===== config.mk =====
export PLATFORM = sky130hd
export DESIGN_NAME = ps2_note_decoder
export DESIGN_NICKNAME = d
export VERILOG_FILES = /design/src/rtl/ps2_note_decoder.sv
export SDC_FILE = /design/constraint.sdc
export NUM_CORES = 1
export LEC_CHECK = 0
export ABC_CLOCK_PERIOD_IN_PS = 6800
export BUFFER_PORTS_ARGS = -buffer_cell sky130_fd_sc_hd__buf_2
export CAP_MARGIN = 10
export CORE_AREA = 2 2 92 94
export DETAILED_ROUTE_END_ITERATION = 10
export DIE_AREA = 0 0 94 96
export GPL_TIMING_DRIVEN = 0
export PLACE_DENSITY = 0.95
export SETUP_SLACK_MARGIN = 0.4
export SLEW_MARGIN = 20
export SYNTH_ARGS = -nofsm -noshare
export SYNTH_HDL_FRONTEND = slang
export SYNTH_SLANG_ARGS = --single-unit
export TNS_END_PERCENT = 5

===== constraint.sdc =====
create_clock -name CLK -period 6.8 [get_ports CLK]
set_clock_uncertainty 0.2 [all_clocks]
set_input_delay 1.36 -clock CLK [delete_from_list [all_inputs] [get_ports CLK]]
set_output_delay 1.36 -clock CLK [all_outputs]
set_load 0.01 [all_outputs]

===== src/rtl/ps2_note_decoder.sv =====
`default_nettype none
// ============================================================================
// Module   : ps2_note_decoder
// Purpose  : Turns a PS/2 scan-set-2 byte stream into note-on/note-off events.
//            Tracks E0/F0 prefixes, maps two piano-style key rows to notes,
//            handles octave up/down on the arrow keys and queues events in a
//            small FIFO with a valid/ready handshake.
// Ports    : CLK, RST (async, active high)
//            CODEWORD[7:0] - scan byte, non-zero = one valid byte this cycle
//            EV_VALID/EV_READY - event handshake; EV_NOTE[6:0], EV_ON = head
//            GATE     - some mapped note key is held
//            OCTAVE   - current octave
//            OVERFLOW - sticky, an event was dropped on a full FIFO
// Options  : define PS2_NOTE_TIMEOUT_EN to abandon a prefix sequence after
//            TIMEOUT_CYCLES cycles without a byte.
// Revision : 1.0 - initial release
// ============================================================================
module ps2_note_decoder #(
  parameter int FIFO_DEPTH     = 4,
  parameter int BASE_NOTE      = 24,
  parameter int OCT_INIT       = 2,
  parameter int OCT_MAX        = 5,
  parameter int TIMEOUT_CYCLES = 5000000
) (
  input  logic       CLK,
  input  logic       RST,
  input  logic [7:0] CODEWORD,
  output logic       EV_VALID,
  input  logic       EV_READY,
  output logic [6:0] EV_NOTE,
  output logic       EV_ON,
  output logic       GATE,
  output logic [2:0] OCTAVE,
  output logic       OVERFLOW
);

  localparam int PTR_W = $clog2(FIFO_DEPTH);
  localparam int CNT_W = PTR_W + 1;

  // Elaboration-time sanity check on the configuration.
  if (FIFO_DEPTH < 2 || FIFO_DEPTH > 16 || (FIFO_DEPTH & (FIFO_DEPTH - 1)) != 0 ||
      OCT_MAX > 7 || OCT_INIT > OCT_MAX || TIMEOUT_CYCLES < 1) begin : g_param_check
    $error("ps2_note_decoder: illegal parameter set");
  end

  typedef enum logic [1:0] {
    IDLE    = 2'd0,
    EXT     = 2'd1,
    BRK     = 2'd2,
    EXT_BRK = 2'd3
  } state_t;

  // Returns {hit, index}.
  function automatic logic [5:0] key_lookup(input logic [7:0] code);
    case (code)
      8'h1A: key_lookup = {1'b1, 5'd0};
      8'h1B: key_lookup = {1'b1, 5'd1};
      8'h22: key_lookup = {1'b1, 5'd2};
      8'h23: key_lookup = {1'b1, 5'd3};
      8'h21: key_lookup = {1'b1, 5'd4};
      8'h2A: key_lookup = {1'b1, 5'd5};
      8'h34: key_lookup = {1'b1, 5'd6};
      8'h32: key_lookup = {1'b1, 5'd7};
      8'h33: key_lookup = {1'b1, 5'd8};
      8'h31: key_lookup = {1'b1, 5'd9};
      8'h3B: key_lookup = {1'b1, 5'd10};
      8'h3A: key_lookup = {1'b1, 5'd11};
      8'h15: key_lookup = {1'b1, 5'd12};
      8'h1E: key_lookup = {1'b1, 5'd13};
      8'h1D: key_lookup = {1'b1, 5'd14};
      8'h26: key_lookup = {1'b1, 5'd15};
      8'h24: key_lookup = {1'b1, 5'd16};
      8'h2D: key_lookup = {1'b1, 5'd17};
      8'h2E: key_lookup = {1'b1, 5'd18};
      8'h2C: key_lookup = {1'b1, 5'd19};
      8'h36: key_lookup = {1'b1, 5'd20};
      8'h35: key_lookup = {1'b1, 5'd21};
      8'h3D: key_lookup = {1'b1, 5'd22};
      8'h3C: key_lookup = {1'b1, 5'd23};
      default: key_lookup = 6'd0;
    endcase
  endfunction

  state_t            state_q, state_d;
  logic [23:0]       held_q, held_d;
  logic              gate_q, gate_d;
  logic [2:0]        octave_q, octave_d;
  logic              overflow_q, overflow_d;
  logic [7:0]        mem_q [FIFO_DEPTH];   // {on, note}
  logic [7:0]        mem_d [FIFO_DEPTH];
  logic [PTR_W-1:0]  wr_ptr_q, wr_ptr_d, rd_ptr_q, rd_ptr_d;
  logic [CNT_W-1:0]  count_q, count_d;
  logic              ev_valid_q, ev_valid_d;
  logic [6:0]        ev_note_q, ev_note_d;
  logic              ev_on_q, ev_on_d;

  logic              byte_v, key_hit, ev_push, ev_on_new, do_push, do_pop, full;
  logic [4:0]        key_idx;
  logic [7:0]        note_sum;

`ifdef PS2_NOTE_TIMEOUT_EN
  localparam int TMR_W = $clog2(TIMEOUT_CYCLES + 1);
  logic [TMR_W-1:0]  tmr_q, tmr_d;
`endif

  always_comb begin
    byte_v             = (CODEWORD != 8'd0);
    {key_hit, key_idx} = key_lookup(CODEWORD);
    note_sum           = 8'(BASE_NOTE) + (8'(octave_q) * 8'd12) + 8'(key_idx);

    state_d   = state_q;
    held_d    = held_q;
    octave_d  = octave_q;
    ev_push   = 1'b0;
    ev_on_new = 1'b0;

    if (byte_v) begin
      case (state_q)
        IDLE: begin
          if (CODEWORD == 8'hE0) begin
            state_d = EXT;
          end else if (CODEWORD == 8'hF0) begin
            state_d = BRK;
          end else if (key_hit && !held_q[key_idx]) begin
            // An already-held key is typematic repeat and is dropped.
            held_d[key_idx] = 1'b1;
            ev_push         = 1'b1;
            ev_on_new       = 1'b1;
          end
        end
        EXT: begin
          state_d = IDLE;
          // Octave is frozen while notes sound so releases match their presses.
          if (CODEWORD == 8'hF0) begin
            state_d = EXT_BRK;
          end else if (CODEWORD == 8'h75 && !gate_q && octave_q != 3'(OCT_MAX)) begin
            octave_d = octave_q + 3'd1;
          end else if (CODEWORD == 8'h72 && !gate_q && octave_q != 3'd0) begin
            octave_d = octave_q - 3'd1;
          end
        end
        BRK: begin
          state_d = IDLE;
          if (key_hit && held_q[key_idx]) begin
            held_d[key_idx] = 1'b0;
            ev_push         = 1'b1;
          end
        end
        default: state_d = IDLE;   // EXT_BRK: extended releases are ignored
      endcase
    end

`ifdef PS2_NOTE_TIMEOUT_EN
    tmr_d = tmr_q;
    if (byte_v || state_q == IDLE) begin
      tmr_d = '0;
    end else if (tmr_q == TMR_W'(TIMEOUT_CYCLES - 1)) begin
      tmr_d   = '0;
      state_d = IDLE;
    end else begin
      tmr_d = tmr_q + 1'b1;
    end
`endif

    gate_d = |held_d;

    // FIFO: a full FIFO still accepts a push when the head leaves this cycle.
    full       = (count_q == CNT_W'(FIFO_DEPTH));
    do_pop     = ev_valid_q && EV_READY;
    do_push    = ev_push && (!full || do_pop);
    overflow_d = overflow_q | (ev_push && full && !do_pop);

    mem_d = mem_q;
    if (do_push) begin
      mem_d[wr_ptr_q] = {ev_on_new, note_sum[6:0]};
    end
    wr_ptr_d = wr_ptr_q + PTR_W'(do_push);
    rd_ptr_d = rd_ptr_q + PTR_W'(do_pop);
    count_d  = count_q + CNT_W'(do_push) - CNT_W'(do_pop);

    // Head outputs are registered from the next FIFO state.
    ev_valid_d = (count_d != '0);
    ev_note_d  = ev_valid_d ? mem_d[rd_ptr_d][6:0] : 7'd0;
    ev_on_d    = ev_valid_d ? mem_d[rd_ptr_d][7]   : 1'b0;
  end

  always_ff @(posedge CLK or posedge RST) begin
    if (RST) begin
      state_q    <= IDLE;
      held_q     <= '0;
      gate_q     <= 1'b0;
      octave_q   <= 3'(OCT_INIT);
      overflow_q <= 1'b0;
      for (int i = 0; i < FIFO_DEPTH; i++) mem_q[i] <= '0;
      wr_ptr_q   <= '0;
      rd_ptr_q   <= '0;
      count_q    <= '0;
      ev_valid_q <= 1'b0;
      ev_note_q  <= '0;
      ev_on_q    <= 1'b0;
`ifdef PS2_NOTE_TIMEOUT_EN
      tmr_q      <= '0;
`endif
    end else begin
      state_q    <= state_d;
      held_q     <= held_d;
      gate_q     <= gate_d;
      octave_q   <= octave_d;
      overflow_q <= overflow_d;
      mem_q      <= mem_d;
      wr_ptr_q   <= wr_ptr_d;
      rd_ptr_q   <= rd_ptr_d;
      count_q    <= count_d;
      ev_valid_q <= ev_valid_d;
      ev_note_q  <= ev_note_d;
      ev_on_q    <= ev_on_d;
`ifdef PS2_NOTE_TIMEOUT_EN
      tmr_q      <= tmr_d;
`endif
    end
  end

  assign EV_VALID = ev_valid_q;
  assign EV_NOTE  = ev_note_q;
  assign EV_ON    = ev_on_q;
  assign GATE     = gate_q;
  assign OCTAVE   = octave_q;
  assign OVERFLOW = overflow_q;

endmodule
`default_nettype wire


Yosys cells after proc, flatten, opt, wreduce, memory -nomap -nowiden
Memories as Yosys holds them, arrays and structs flattened.
Cells that the tools add are included.
- memories: 1
- memory bits (read-only): 384
- bits in registers: 79
- RAM bits: 0
- bits in latches: 0
- logic and storage cells: 106
- bitwise logic cells: 7
- $add $sub $neg: 8
- equality and inequality tests: 9
- reduce and logical (&&, ||, !) cells: 26
- mux-type cells: 34
- $lt $le $gt $ge: 5
- shifts and indexed selects: 0
- divide/modulo/power cells: 0
- $mul: 1
- memories (memory ; words ; width ; read ports ; clocked after Yosys merged registers in ; wr ports ; line ; text):
    (name not given) ; 64 ; 6 ; 1 ; 0 ; 0 ; 55 ; case (code)
- operator list (cell ; count):
    24-bit 2-to-1 mux ; 5
    24-bit one-hot mux with 2 select lines ; 1
    32-bit bitwise mux ; 1
    32-bit 2-to-1 mux ; 1
    24-bit bitwise AND ; 1
    8-bit 2-to-1 mux ; 3
    24-bit inverter ; 1
    24-bit bitwise OR ; 1
    24-bit OR reduction ; 1
    8-bit binary-select mux with 2-bit select ; 1
    8-bit demux with 2-bit select ; 1
    8-bit by 7-bit equality test with 1-bit output (second input constant) ; 2
    8-bit equality test (second input constant) ; 2
    1-bit logical AND ; 12
    1-bit 2-to-1 mux ; 10
    8-bit nonzero test ; 1
    5-bit by 7-bit adder with 7-bit output (first input constant) ; 1
    7-bit by 5-bit adder with 7-bit output ; 1
    7-bit 2-to-1 mux ; 1
    3-bit greater-or-equal comparator (second input constant) ; 2
    5-bit by 6-bit < comparator with 1-bit output (second input constant) ; 1
    2-bit 2-to-1 mux ; 3
    3-bit 2-to-1 mux ; 2
    6-bit 2-to-1 mux ; 1
    other kinds (26) ; 34

Logic depth before layout (Yosys ltp)
Gate-level depths: netlist (run 1).
- word-level depth: 17
- gate-level depth with buffers: 25

Worst setup path before layout (run 1)
OpenSTA, ideal clock, no wires.
- path kind: input to register
- start: input port CODEWORD[0]
- end: register ev_note_q[0], in the netlist EV_NOTE[0]
- stages on the path: 25
- setup time: 82 ps
- data required time: 6518 ps
- arrival time: 5640 ps
- slack: 878 ps
- path buffers: 4
- cells stage by stage: inv_1 ha_1 buf_6 mux2_2 o21ai_1 and4bb_1 buf_6 mux2_4 o221ai_1 o22a_2 nand2b_4 or2_1 buf_6 mux2_2 nand2_1 ha_1 inv_1 ha_1 fa_1 xnor2_1 or3_1 clkbuf_1 nand2_1 a41o_1 o22ai_1
- RTL lines (item ; line ; text):
    start: declaration ; 27 ; input logic [7:0] CODEWORD,
    memory read 64 x 6 bit ; - ;
    6-bit 2-to-1 mux ; 55 ;
    1-bit binary-select mux with 5-bit select ; 124, 144 ;
    1-bit 2-to-1 mux (implied by the code) ; 124, 144 ;
    1-bit logical NOT ; 124 ; end else if (key_hit && !held_q[key_idx]) begin
    1-bit logical AND ; 124 ;
    1-bit 2-to-1 mux ; 124 ;
    1-bit 2-to-1 mux ; 122 ; end else if (CODEWORD == 8'hF0) begin
    [... 3 more ...] ; - ;
    1-bit logical AND (*) ; 170 ; do_push = ev_push && (!full || do_pop);
    3-bit by 1-bit adder with 3-bit output (*) ; 179 ; count_d = count_q + CNT_W'(do_push) - CNT_W'(do_pop);
    3-bit by 1-bit subtractor with 3-bit output (*) ; 179 ;
    named net count_d[2] ; 92 ; logic [CNT_W-1:0] count_q, count_d;
    3-bit nonzero test (*) ; 182 ; ev_valid_d = (count_d != '0);
    named net ev_valid_d ; 93 ; logic ev_valid_q, ev_valid_d;
    7-bit 2-to-1 mux (*) ; 183 ; ev_note_d = ev_valid_d ? mem_d[rd_ptr_d][6:0] : 7'd0;
    named net ev_note_d[0] ; 94 ; logic [6:0] ev_note_q, ev_note_d;
    end signal: assignment ; 215 ; ev_note_q <= ev_note_d;
    end: declaration ; 94 ;
The timed path passes the listed nets; every way through them passes the cells marked *. The select of a mux whose other input is x is not followed.
A chain may end at the register's enable or synchronous reset.

Worst setup path in the final report (run 1)
- start: input port CODEWORD[0]
- end: register ev_note_q[4], in the netlist EV_NOTE[4]
The elaborated chain is that of the path after synthesis.

==> results of run 1 <==
## final timing paths
path | from | to | slack (ns) | cells past startpoint
max | CODEWORD[0] | EV_NOTE[4]$_DFF_PP0_ | 0.59 | 25
min | OVERFLOW$_DFF_PP0_ | OVERFLOW$_DFF_PP0_ | 0.27 | 1
max reg2reg | held_q[9]$_DFF_PP0_ | EV_NOTE[4]$_DFF_PP0_ | 2.53 | 17
min reg2reg | OVERFLOW$_DFF_PP0_ | OVERFLOW$_DFF_PP0_ | 0.27 | 1
max in group asynchronous | RST | OCTAVE[1]$_DFFE_PP1P_ | 4.96 | 3
min in group asynchronous | RST | held_q[23]$_DFF_PP0_ | 0.81 | 2
## cell usage in the layout (no fill, tap or decap), types with 7 or more instances in the layout
cell type,synthesis,final
dfrtp_1,78,78
nor2_1,27,27
o21ai_0,33,33
nor3_1,16,16
mux2i_1,18,18
mux2_2,31,31
ha_1,23,22
buf_2,8,32
inv_1,28,27
o31ai_1,13,13
a21oi_1,18,18
clkbuf_8,0,9
and2_1,9,9
clkbuf_1,10,9
or3_1,8,8
nand2_1,36,36
nand3_1,13,13
xor2_1,7,7
a2bb2oi_1,12,12
nor4_1,10,9
## synthesized netlist by cell type (3+ instances only)
library cell,count,area [um^2]
a211o_1,4,35.0
a211oi_1,3,22.5
a21oi_1,18,90.1
a2bb2oi_1,12,105
and2_1,9,56.3
and3_1,5,31.3
buf_2,8,40.0
buf_4,4,30.0
buf_6,4,45.0
clkbuf_1,10,37.5
dfrtp_1,78,1950
fa_1,4,80.1
ha_1,23,288
inv_1,28,105
mux2_1,3,33.8
mux2_2,31,349
mux2_4,6,90.1
mux2i_1,18,180
mux2i_4,3,67.6
nand2_1,36,135
nand3_1,13,65.1
nand3b_1,6,45.0
nand4_1,4,25.0
nor2_1,27,101
nor2b_1,4,25.0
nor3_1,16,80.1
nor4_1,10,62.6
o211ai_1,4,30.0
o21ai_0,33,165
o21ai_1,3,15.0
o22ai_1,5,31.3
o311ai_0,4,35.0
o31ai_1,13,97.6
or3_1,8,50.1
xnor2_1,6,52.6
xor2_1,7,61.3
## worst max-delay path, stage by stage
cell      delay, ns
buf_2          0.16
inv_1          0.10
ha_1           0.21
buf_6          0.14
mux2_2         0.27
o21ai_1        0.10
and4bb_1       0.22
buf_6          0.15
mux2_4         0.30
o221ai_1       0.24
o22a_2         0.25
nand2b_4       0.08
or2_1          0.22
buf_6          0.16
mux2_2         0.27
nand2_1        0.11
ha_1           0.32
inv_1          0.05
ha_1           0.19
fa_1           0.38
xnor2_1        0.16
or3_1          0.32
clkbuf_4       0.20
nand2_1        0.15
o22ai_1        0.12
## report_power, final
group | internal [W] | leakage, nW | total, W | switching (W)
combinational | 0.000250 | 1.48 | 0.000604 | 0.000354
clock | 0.000144 | 0.0946 | 0.000352 | 0.000208
sequential | 0.000567 | 0.997 | 0.000622 | 0.0000552
## metal layers
metal | track usage, % | vias up | share of wire, %
met5 | 0 | - | 0
met4 | 13.9 | 0 | 4.3
met3 | 5.87 | 96 | 8.6
met2 | 50.4 | 320 | 48
met1 | 41.7 | 2217 | 39
li1 | - | 2000 | -
## cell families after synthesis
family | Yosys count
AOI/OAI and AO/OA | 128
xor gates and xnor gates | 13
adders and majority gates | 27
buffers and inverters | 55
DFF | 79
muxes | 62
and+or+nand+nor | 157
## final cells by class
cell class                      count  area, um^2
Multi-Input combinational cell    387        2970
Fill cell                         553        2350
Sequential cell                    79        1980
Buffer                             26         156
Timing Repair Buffer               27         155
Tap cell                          105         131
Clock buffer                        9         124
Inverter                           29         111
Clock inverter                      7        73.8
## state kept, by name (all words and copies together) (netlist names)
name and count:
EV_NOTE 7, EV_ON 1, EV_VALID 1, GATE 1
OCTAVE 3, OVERFLOW 1, count_q 3, held_q 24
mem_q 32, rd_ptr_q 2, state_q 2, wr_ptr_q 2
## timing repair
| action | in CTS | in global routing |
|---|---|---|
| resized for setup | 0 | 5 |
| hold buffers | 0 | 0 |
| setup endpoints to repair | 0 | 7 |
| setup buffers | 0 | 2 |
## through the flow
stage | utilization [%] | area [um^2] | hold WS (ns) | total power [W] | cells
2_1_floorplan | - | 5200 | 0.251 | 0.00105 | 521
3_3_place_gp | 67.7 | 5450 | 0.237 | 0.00117 | 650
3_5_place_dp | 68.0 | 5480 | 0.247 | 0.00121 | 651
4_1_cts | 70.5 | 5670 | 0.269 | 0.00156 | 667
5_1_grt | 70.8 | 5700 | 0.276 | 0.00165 | 669
6_report | 70.8 | 5700 | 0.266 | 0.00158 | 669
==> key figures, run 1 <==
Clocking
  • CTS root buffer: clkbuf_8
  • Clock sinks: 79
  • CTS tree: yes
  • CTS Buf Count: 9
  • Clk_lat worst skew: 0.37 ns
  • Clock buffer depth: 2
  • Clock slew at reported path FFs: 0.10 ns
  • CTS H-tree depth: 3

Global route
  • GRT Resource Usage Total: 31.3%
  • Vias in the first global route: 4505
  • First-pass GRT wire length: 22100 um
  • Initial antenna violation count: 0
  • Total gr overflow: 0
  • Pin count of the biggest net entering global routing: 46

Synth
  • Async set-reset flop share out of synthesis: 100%
  • Cell Area, Synth: 5200 um^2
  • Largest family of logic cells by synthesized area: compound AO/OA/AOI/OAI gates
  • Post-synthesis xor/xnor area fraction: 2.19%
  • Sequential fraction of the synthesis area: 38.0%
  • Mapped Cells: 521
  • Compound-cell area share of the yosys netlist: 17.2%
  • Unique masters post-synth: 77
  • Post-synthesis mux area share: 14.3%
  • Fraction of the mapped netlist area in adder cells: 7.07%
  • Ys flop type: dfrtp_1
  • Synth warn: 0
  • Synth Net Count: 559
  • Register bit total from synthesis: 79
  • EDFF count, synth: 0
  • Simple-Gate Fraction of Synth Area: 16.2%
  • Avg Inst Size Synth: 9.98 um^2

Drt
  • DR vias: 4633
  • Antenna Violating Nets Remaining: 0
  • Final WL: 13200 um
  • Initial drt markers: 520
  • DRC errors left: 0
  • Post-DR vias/cell: 6.93
  • DR pass1 iterations: 6
  • WL/cell: 19.8 um

STA
  • Fmax: 161 MHz
  • Rel. slew slack: 47.4%
  • Slew @ Worst Pin: 0.782 ns
  • RSZ-0062 raised after global routing: false
  • Final Hold Violating Endpoints: 0
  • Final WS setup: 0.588 ns
  • Final setup fails: 0
  • Fin crit period: 6.21 ns
  • Final Slew Violations: 0
  • Final period util: 91.4%
  • Setup TNS: 0 ns

Floorplan
  • Die span in y: 96 um
  • Die area: 9020 um^2
  • Effective utilization at floorplan: 64.6%
  • I/O pins: 25
  • Core ar.: 8050 um^2
  • DIE WIDTH: 94 um
  • Site Rows: 33

Worst setup path
  • WS Path Type: in2reg
  • CP Capture Type: register
  • Max Fanout on Critical Path: 10
  • CP Data Arrival Time: 6.25 ns
  • CP required: 6.83 ns
  • Worst setup SP type: input pin

Power and ir drop
  • Power per cell area: 277 nW/um^2
  • Peak VDD IR: 0.000211 V
  • Leakage power: 2.57 nW

Finish
  • Share of post-route cells with drive strength above 1: 21.1%
  • Final nets: 597
  • ANT cells: 0
  • P&R area growth vs syn: 9.60%

Run
  • Max Cap Viol: 0

Placement
  • PortBufs: 24
  • GPL Wtd Cong: 0.919
  • DP HPWL: 9030 um
  • Pre-CTS setup slack: 0.198 ns

Worst hold path
  • Hold crit path type: reg2reg

Run status
  • Status: finished, final reports clean
Power figures use the tool's default switching activity.
==> inputs of run 2 (changes only) <==
--- a/config.mk
+++ b/config.mk
@@ -5,12 +5,15 @@
 export SDC_FILE = /design/constraint.sdc
 export NUM_CORES = 1
 export LEC_CHECK = 0
+export ABC_AREA = 1
 export ABC_CLOCK_PERIOD_IN_PS = 6800
 export BUFFER_PORTS_ARGS = -buffer_cell sky130_fd_sc_hd__buf_2
 export CAP_MARGIN = 10
-export CORE_AREA = 2 2 92 94
+export CELL_PAD_IN_SITES_DETAIL_PLACEMENT = 1
+export CELL_PAD_IN_SITES_GLOBAL_PLACEMENT = 1
+export CORE_AREA = 2 2 114 116
 export DETAILED_ROUTE_END_ITERATION = 10
-export DIE_AREA = 0 0 94 96
+export DIE_AREA = 0 0 116 118
 export GPL_TIMING_DRIVEN = 0
 export PLACE_DENSITY = 0.95
 export SETUP_SLACK_MARGIN = 0.4
==> run 2 against run 1 <==
Power rose by 49%. Sequential share of layout area fell by 5.2 points. Critical path type unchanged. Die area rose by 52%. Global-route usage rose by 0.74 points. Critical endpoint is now EV_NOTE[3]$_DFF_PP0_.
==> key figures, run 2 <==
Worst setup path
  • Worst setup SP type: input pin
  • CP Capture Type: register
  • WS Path Type: in2reg
  • CP required: 6.84 ns
  • Max Fanout on Critical Path: 10
  • CP Data Arrival Time: 6.02 ns

STA
  • Fin crit period: 5.98 ns
  • Final Hold Violating Endpoints: 0
  • Final setup fails: 0
  • Setup TNS: 0 ns
  • Final Slew Violations: 0
  • Final WS setup: 0.823 ns
  • Slew @ Worst Pin: 0.906 ns
  • Final period util: 87.9%
  • Rel. slew slack: 39.2%
  • RSZ-0062 raised after global routing: false
  • Fmax: 167 MHz

Placement
  • PortBufs: 24
  • GPL Wtd Cong: 0.931
  • DP HPWL: 14600 um
  • Pre-CTS setup slack: 0.435 ns

Clocking
  • CTS Buf Count: 9
  • CTS root buffer: clkbuf_16
  • Clock sinks: 79
  • CTS H-tree depth: 3
  • Clock slew at reported path FFs: 0.06 ns
  • CTS tree: yes
  • Clk_lat worst skew: 0.36 ns
  • Clock buffer depth: 2

Synth
  • Ys flop type: dfrtp_1
  • Count leader, synth: nand2_1
  • Cell Area, Synth: 6040 um^2
  • Sequential fraction of the synthesis area: 32.8%
  • Top cells by area, synth: dfrtp_1 (32%), nand2_1 (17%), nand3_1 (10%)
  • Synth Net Count: 969
  • Unique masters post-synth: 41
  • Async set-reset flop share out of synthesis: 100%
  • Avg Inst Size Synth: 6.48 um^2
  • EDFF count, synth: 0
  • Mapped Cells: 931
  • Register bit total from synthesis: 79
  • Post-synth top area share: 32.3%
  • Top cell type by total area after synthesis: dfrtp_1
  • Synth cell count leaders: nand2_1 (267), inv_1 (130), nand3_1 (124)
  • Synth warn: 0

Power and ir drop
  • Clock network fraction of design power: 22.2%
  • Comb pwr share: 45.3%
  • Peak VDD IR: 0.000240 V
  • Flop pwr share: 32.4%
  • Sw Ratio: 45.5%
  • Leakage power: 3.38 nW
  • Net switching power: 0.00107 W
  • Int Power: 0.00128 W
  • Power per cell area: 351 nW/um^2

Finish
  • Multi-input logic area: 3360 um^2
  • Max FFs per register: 32
  • Most frequent cells in the layout: nand2_1 (267), inv_1 (129), nand3_1 (124)
  • Final nets: 1005
  • Share of post-route cells with drive strength above 1: 8.13%
  • FF/Latch Area: 1980 um^2
  • P&R area growth vs syn: 11.1%
  • Commonest non-fill, non-tap cell in the layout: nand2_1
  • ANT cells: 0
  • Biggest register: mem_q
  • # fillers: 1726

Drt
  • DR pass1 iterations: 5
  • Final WL: 20900 um
  • Antenna Violating Nets Remaining: 0
  • Initial drt markers: 485
  • DR vias: 6524
  • WL/cell: 18.3 um
  • Post-DR vias/cell: 5.70
  • DRC errors left: 0

Global route
  • Initial antenna violation count: 0
  • Pin count of the biggest net entering global routing: 43
  • First-pass GRT wire length: 34500 um
  • Vias in the first global route: 7003
  • GRT Resource Usage Total: 32.0%
  • Total gr overflow: 0

Floorplan
  • Die area: 13700 um^2
  • Die span in y: 118 um
  • Site Rows: 41
  • DIE WIDTH: 116 um
  • Core ar.: 12400 um^2
  • Effective utilization at floorplan: 48.6%
  • I/O pins: 25

Run
  • Max Cap Viol: 0

Run status
  • Status: finished, final reports clean

Worst hold path
  • Hold crit path type: reg2reg
-- run 2: power by group through the flow --
stage	logic, W	registers [W]	clock network [W]
2_1_floorplan	0.000723	0.000746	0
3_3_place_gp	0.000967	0.000753	0
3_5_place_dp	0.00103	0.000764	0
4_1_cts	0.00105	0.000759	0.000528
5_1_grt	0.00120	0.000782	0.000547
6_report	0.00107	0.000763	0.000523
-- run 2: critical path, cell delays in order --
cell and delay (ns):
buf_2 0.14, inv_1 0.19, ha_1 0.21, nand2_1 0.14, o21ai_0 0.20, nand3_1 0.10, nor2_1 0.38, buf_2 0.33
nand2_1 0.09, nand3_1 0.08, nand2_1 0.10, nor2_4 0.19, nand4_4 0.16, nand2_4 0.19, nand2_4 0.12, buf_6 0.18
ha_1 0.27, inv_1 0.04, ha_1 0.19, fa_1 0.38, xor2_1 0.19, or3_1 0.31, clkbuf_2 0.22, o21ai_1 0.18
nor2_1 0.08
-- run 2: routing by layer --
layer / routed length [um] / part of all wire [%] / global-route usage, % / vias up
li1: - / - / - / 3033
met1: 8420 / 40 / 37.3 / 3192
met2: 10600 / 51 / 54.9 / 225
met3: 1170 / 5.6 / 7.00 / 74
met4: 725 / 3.5 / 15.6 / 0
met5: 0 / 0 / 0 / -
-- run 2: cell type report --
cell class / count / share of cell area (%)
clock buffers: 12 / 3.82
repair buffers: 25 / 2.09
clock inverters: 4 / 0.802
well taps: 172 / 3.21
flip-flops and latches: 79 / 29.5
plain buffers: 34 / 2.80
multi-input cells: 681 / 50.1
inverters: 137 / 7.71
-- run 2: kinds of logic (layout without fill, tap and decap cells) --
| logic type | count (synthesis) | after routing | share of synthesized area (%) |
|---|---|---|---|
| compound gates | 83 | 83 | 7.54 |
| xor+xnor | 10 | 10 | 1.45 |
| fa+ha+maj | 27 | 27 | 6.09 |
| buf+inv | 171 | 212 | 11.6 |
| flops | 79 | 79 | 32.8 |
| simple gates | 561 | 561 | 40.5 |
-- run 2: final timing paths --
kind / start / depth (start not counted) / endpoint / slack [ns]
hold / removal: OVERFLOW$_DFF_PP0_ / 1 / OVERFLOW$_DFF_PP0_ / 0.32
min in group asynchronous: RST / 2 / held_q[3]$_DFF_PP0_ / 0.86
hold reg to reg: OVERFLOW$_DFF_PP0_ / 1 / OVERFLOW$_DFF_PP0_ / 0.32
setup / recovery: CODEWORD[1] / 25 / EV_NOTE[3]$_DFF_PP0_ / 0.82
setup reg to reg: held_q[23]$_DFF_PP0_ / 20 / EV_NOTE[3]$_DFF_PP0_ / 2.82
max in group asynchronous: RST / 3 / OCTAVE[1]$_DFFE_PP1P_ / 4.86
-- run 2: repair_timing --
action                     in CTS  in global routing
hold buffers                    0                  0
resized for setup               0                  2
setup buffers                   0                  0
setup endpoints to repair       0                  4
-- run 2: per-stage QoR --
stage / hold slack (ns) / instances / total power [W] / util (%) / cell area (um^2)
after floorplan: 0.293 / 931 / 0.00147 / - / 6040
after global placement: 0.262 / 1127 / 0.00172 / 51.3 / 6370
after detailed placement: 0.289 / 1128 / 0.00179 / 51.5 / 6390
after CTS: 0.308 / 1144 / 0.00234 / 54.0 / 6710
after global routing: 0.317 / 1144 / 0.00253 / 54.0 / 6710
final: 0.319 / 1144 / 0.00235 / 54.0 / 6710
==> inputs of run 3 (changes only) <==
--- a/config.mk
+++ b/config.mk
@@ -14,7 +14,6 @@
 export CORE_AREA = 2 2 114 116
 export DETAILED_ROUTE_END_ITERATION = 10
 export DIE_AREA = 0 0 116 118
-export GPL_TIMING_DRIVEN = 0
 export PLACE_DENSITY = 0.95
 export SETUP_SLACK_MARGIN = 0.4
 export SLEW_MARGIN = 20
==> run 3 against run 2 <==
Clock power about the same. Routed wire length is 6.1% lower. First-iteration DRC count down 28%. Sequential power increased by 1%. Register-to-register slack lost 0.20 ns. Largest power group unchanged. Final cell count shrank 2.2%. Non-clock buffer count decreased by 25.
==> key figures, run 3 (synthesis results as in run 2) <==
Run status
  • Status: finished, final reports clean

Finish
  • Final nets: 980
  • Most frequent cells in the layout: nand2_1 (267), inv_1 (129), nand3_1 (124)
  • Share of post-route cells with drive strength above 1: 7.07%
  • # fillers: 1736
  • ANT cells: 0
  • Max FFs per register: 32
  • Commonest non-fill, non-tap cell in the layout: nand2_1
  • P&R area growth vs syn: 9.04%
  • Biggest register: mem_q
  • Finished Layout Cells: 1119

Worst hold path
  • WHS Path Cells: 1
  • Hold crit path type: reg2reg
  • Worst hold path startpoint: OVERFLOW$_DFF_PP0_

Drt
  • DR pass1 iterations: 7
  • Final WL: 19700 um
  • DRC errors left: 0
  • DR vias: 6277
  • Post-DR vias/cell: 5.61
  • WL/cell: 17.6 um
  • Initial drt markers: 348
  • Antenna Violating Nets Remaining: 0

Floorplan
  • I/O pins: 25
  • DIE WIDTH: 116 um
  • Site Rows: 41
  • Die span in y: 118 um
  • Die area: 13700 um^2
  • Core ar.: 12400 um^2
  • Effective utilization at floorplan: 48.6%

Worst setup path
  • CP Data Arrival Time: 6.05 ns
  • CP Capture Type: register
  • WS Path Type: in2reg
  • Crit path from: CODEWORD[0]
  • Worst setup SP type: input pin
  • CP delay by family, top: simple AND/OR/NAND/NOR gates
  • Max stage delay on crit path: 0.50 ns
  • Slowest-stage cell, CP: or3_1
  • R2R cell count: 13
  • Max Fanout on Critical Path: 24
  • Most used cell, CP: nand2_1
  • CP bufs+invs: 4
  • CP required: 6.83 ns
  • Critical path depth: 24
  • Cell chain of the critical path: buf_2 > inv_1 > ha_1 > nand2_1 > nand3_1 > nand2_1 > nand2_1 > nand3_4 > o21ai_1 > nand2_1 > nand3_1 > nand2_1 > inv_2 > nand4_4 > nand2_4 > nand2_4 > ha_1 > inv_1 > ha_1 > fa_1 > xor2_1 > or3_1 > o21ai_0 > nor2_1
  • Worst r2r src: state_q[0]$_DFFE_PP0P_
  • Setup slack, reg-to-reg: 2.62 ns

Clocking
  • Clock buffer depth: 2
  • Post-CTS setup buffer count: 0
  • CTS root buffer: clkbuf_16
  • Hold Buf Count CTS: 0
  • Clock sinks: 79
  • Clk_lat worst skew: 0.35 ns
  • # resized after CTS: 0
  • CTS Buf Count: 9
  • CTS H-tree depth: 3
  • CTS tree: yes
  • Clock slew at reported path FFs: 0.06 ns

STA
  • Final Slew Violations: 0
  • Final Hold Violating Endpoints: 0
  • RSZ-0062 raised after global routing: false
  • Setup TNS: 0 ns
  • Slew @ Worst Pin: 1.10 ns
  • Fmax: 166 MHz
  • Final setup fails: 0
  • Rel. slew slack: 26.9%
  • Final period util: 88.6%
  • Fin crit period: 6.02 ns

Global route
  • First-pass GRT wire length: 32500 um
  • GRT Resource Usage Total: 30.1%
  • Total gr overflow: 0
  • Initial antenna violation count: 0
  • Pin count of the biggest net entering global routing: 80
  • Vias in the first global route: 6489

Placement
  • GPL Wtd Cong: 0.901
  • Placed Cells: 1103
  • PortBufs: 24
  • DP HPWL: 13300 um

Power and ir drop
  • Leakage power: 3.32 nW
  • Power per cell area: 354 nW/um^2
  • Peak VDD IR: 0.000246 V

Run
  • Max Cap Viol: 0
==> run 3: changes by cell type in the layout (fill, tap and decap cells not counted), moves of 2 or more <==
cell,before,now
buf_6,5,1
clkinvlp_4,2,0
buf_4,2,9
buf_2,35,24
clkbuf_8,2,0
clkinv_2,0,2
clkbuf_1,16,3
==> run 3: final timing paths <==
kind | to
max reg2reg | EV_NOTE[0]$_DFF_PP0_
min reg2reg | OVERFLOW$_DFF_PP0_
max in group asynchronous | EV_NOTE[2]$_DFF_PP0_
max | EV_NOTE[0]$_DFF_PP0_
min in group asynchronous | mem_q[24]$_DFF_PP0_
min | OVERFLOW$_DFF_PP0_
==> run 3: through the flow <==
stage	total power, W	hold WS, ns	instance area [um^2]	setup WS [ns]	utilization [%]
2_1_floorplan	0.00147	0.293	6040	1.56	-
6_report	0.00233	0.285	6580	0.776	53.0
3_3_place_gp	0.00170	0.246	6270	0.814	50.5
5_1_grt	0.00252	0.312	6580	0.436	53.0
4_1_cts	0.00234	0.286	6580	0.877	53.0
3_5_place_dp	0.00177	0.251	6270	0.616	50.5
==> run 3: report_power, final <==
| group | leakage (nW) | total [W] | switching (W) | internal (W) |
|---|---|---|---|---|
| combinational | 2.36 | 0.00103 | 0.000705 | 0.000329 |
| clock | 0.151 | 0.000525 | 0.000202 | 0.000322 |
| sequential | 0.813 | 0.000774 | 0.000132 | 0.000642 |
| total | 3.32 | 0.00233 | 0.00104 | 0.00129 |
==> run 3: metal layers <==
metal | up-vias | track usage [%] | wire, um
li1 | 2985 | - | -
met1 | 3057 | 36.0 | 8060
met2 | 169 | 52.9 | 10000
met3 | 66 | 4.84 | 773
met4 | 0 | 12.4 | 796
met5 | - | 0 | 0
==> run 3: cell type report <==
| class | instances | area [um^2] | share of cell area (%) |
|---|---|---|---|
| Clock inverter | 4 | 73.8 | 1.12 |
| Timing Repair Buffer | 34 | 199 | 3.02 |
| Clock buffer | 12 | 236 | 3.59 |
| Inverter | 137 | 515 | 7.83 |
| Multi-Input combinational cell | 681 | 3360 | 51.1 |
| Sequential cell | 79 | 1980 | 30.1 |
| Tap cell | 172 | 215 | 3.27 |
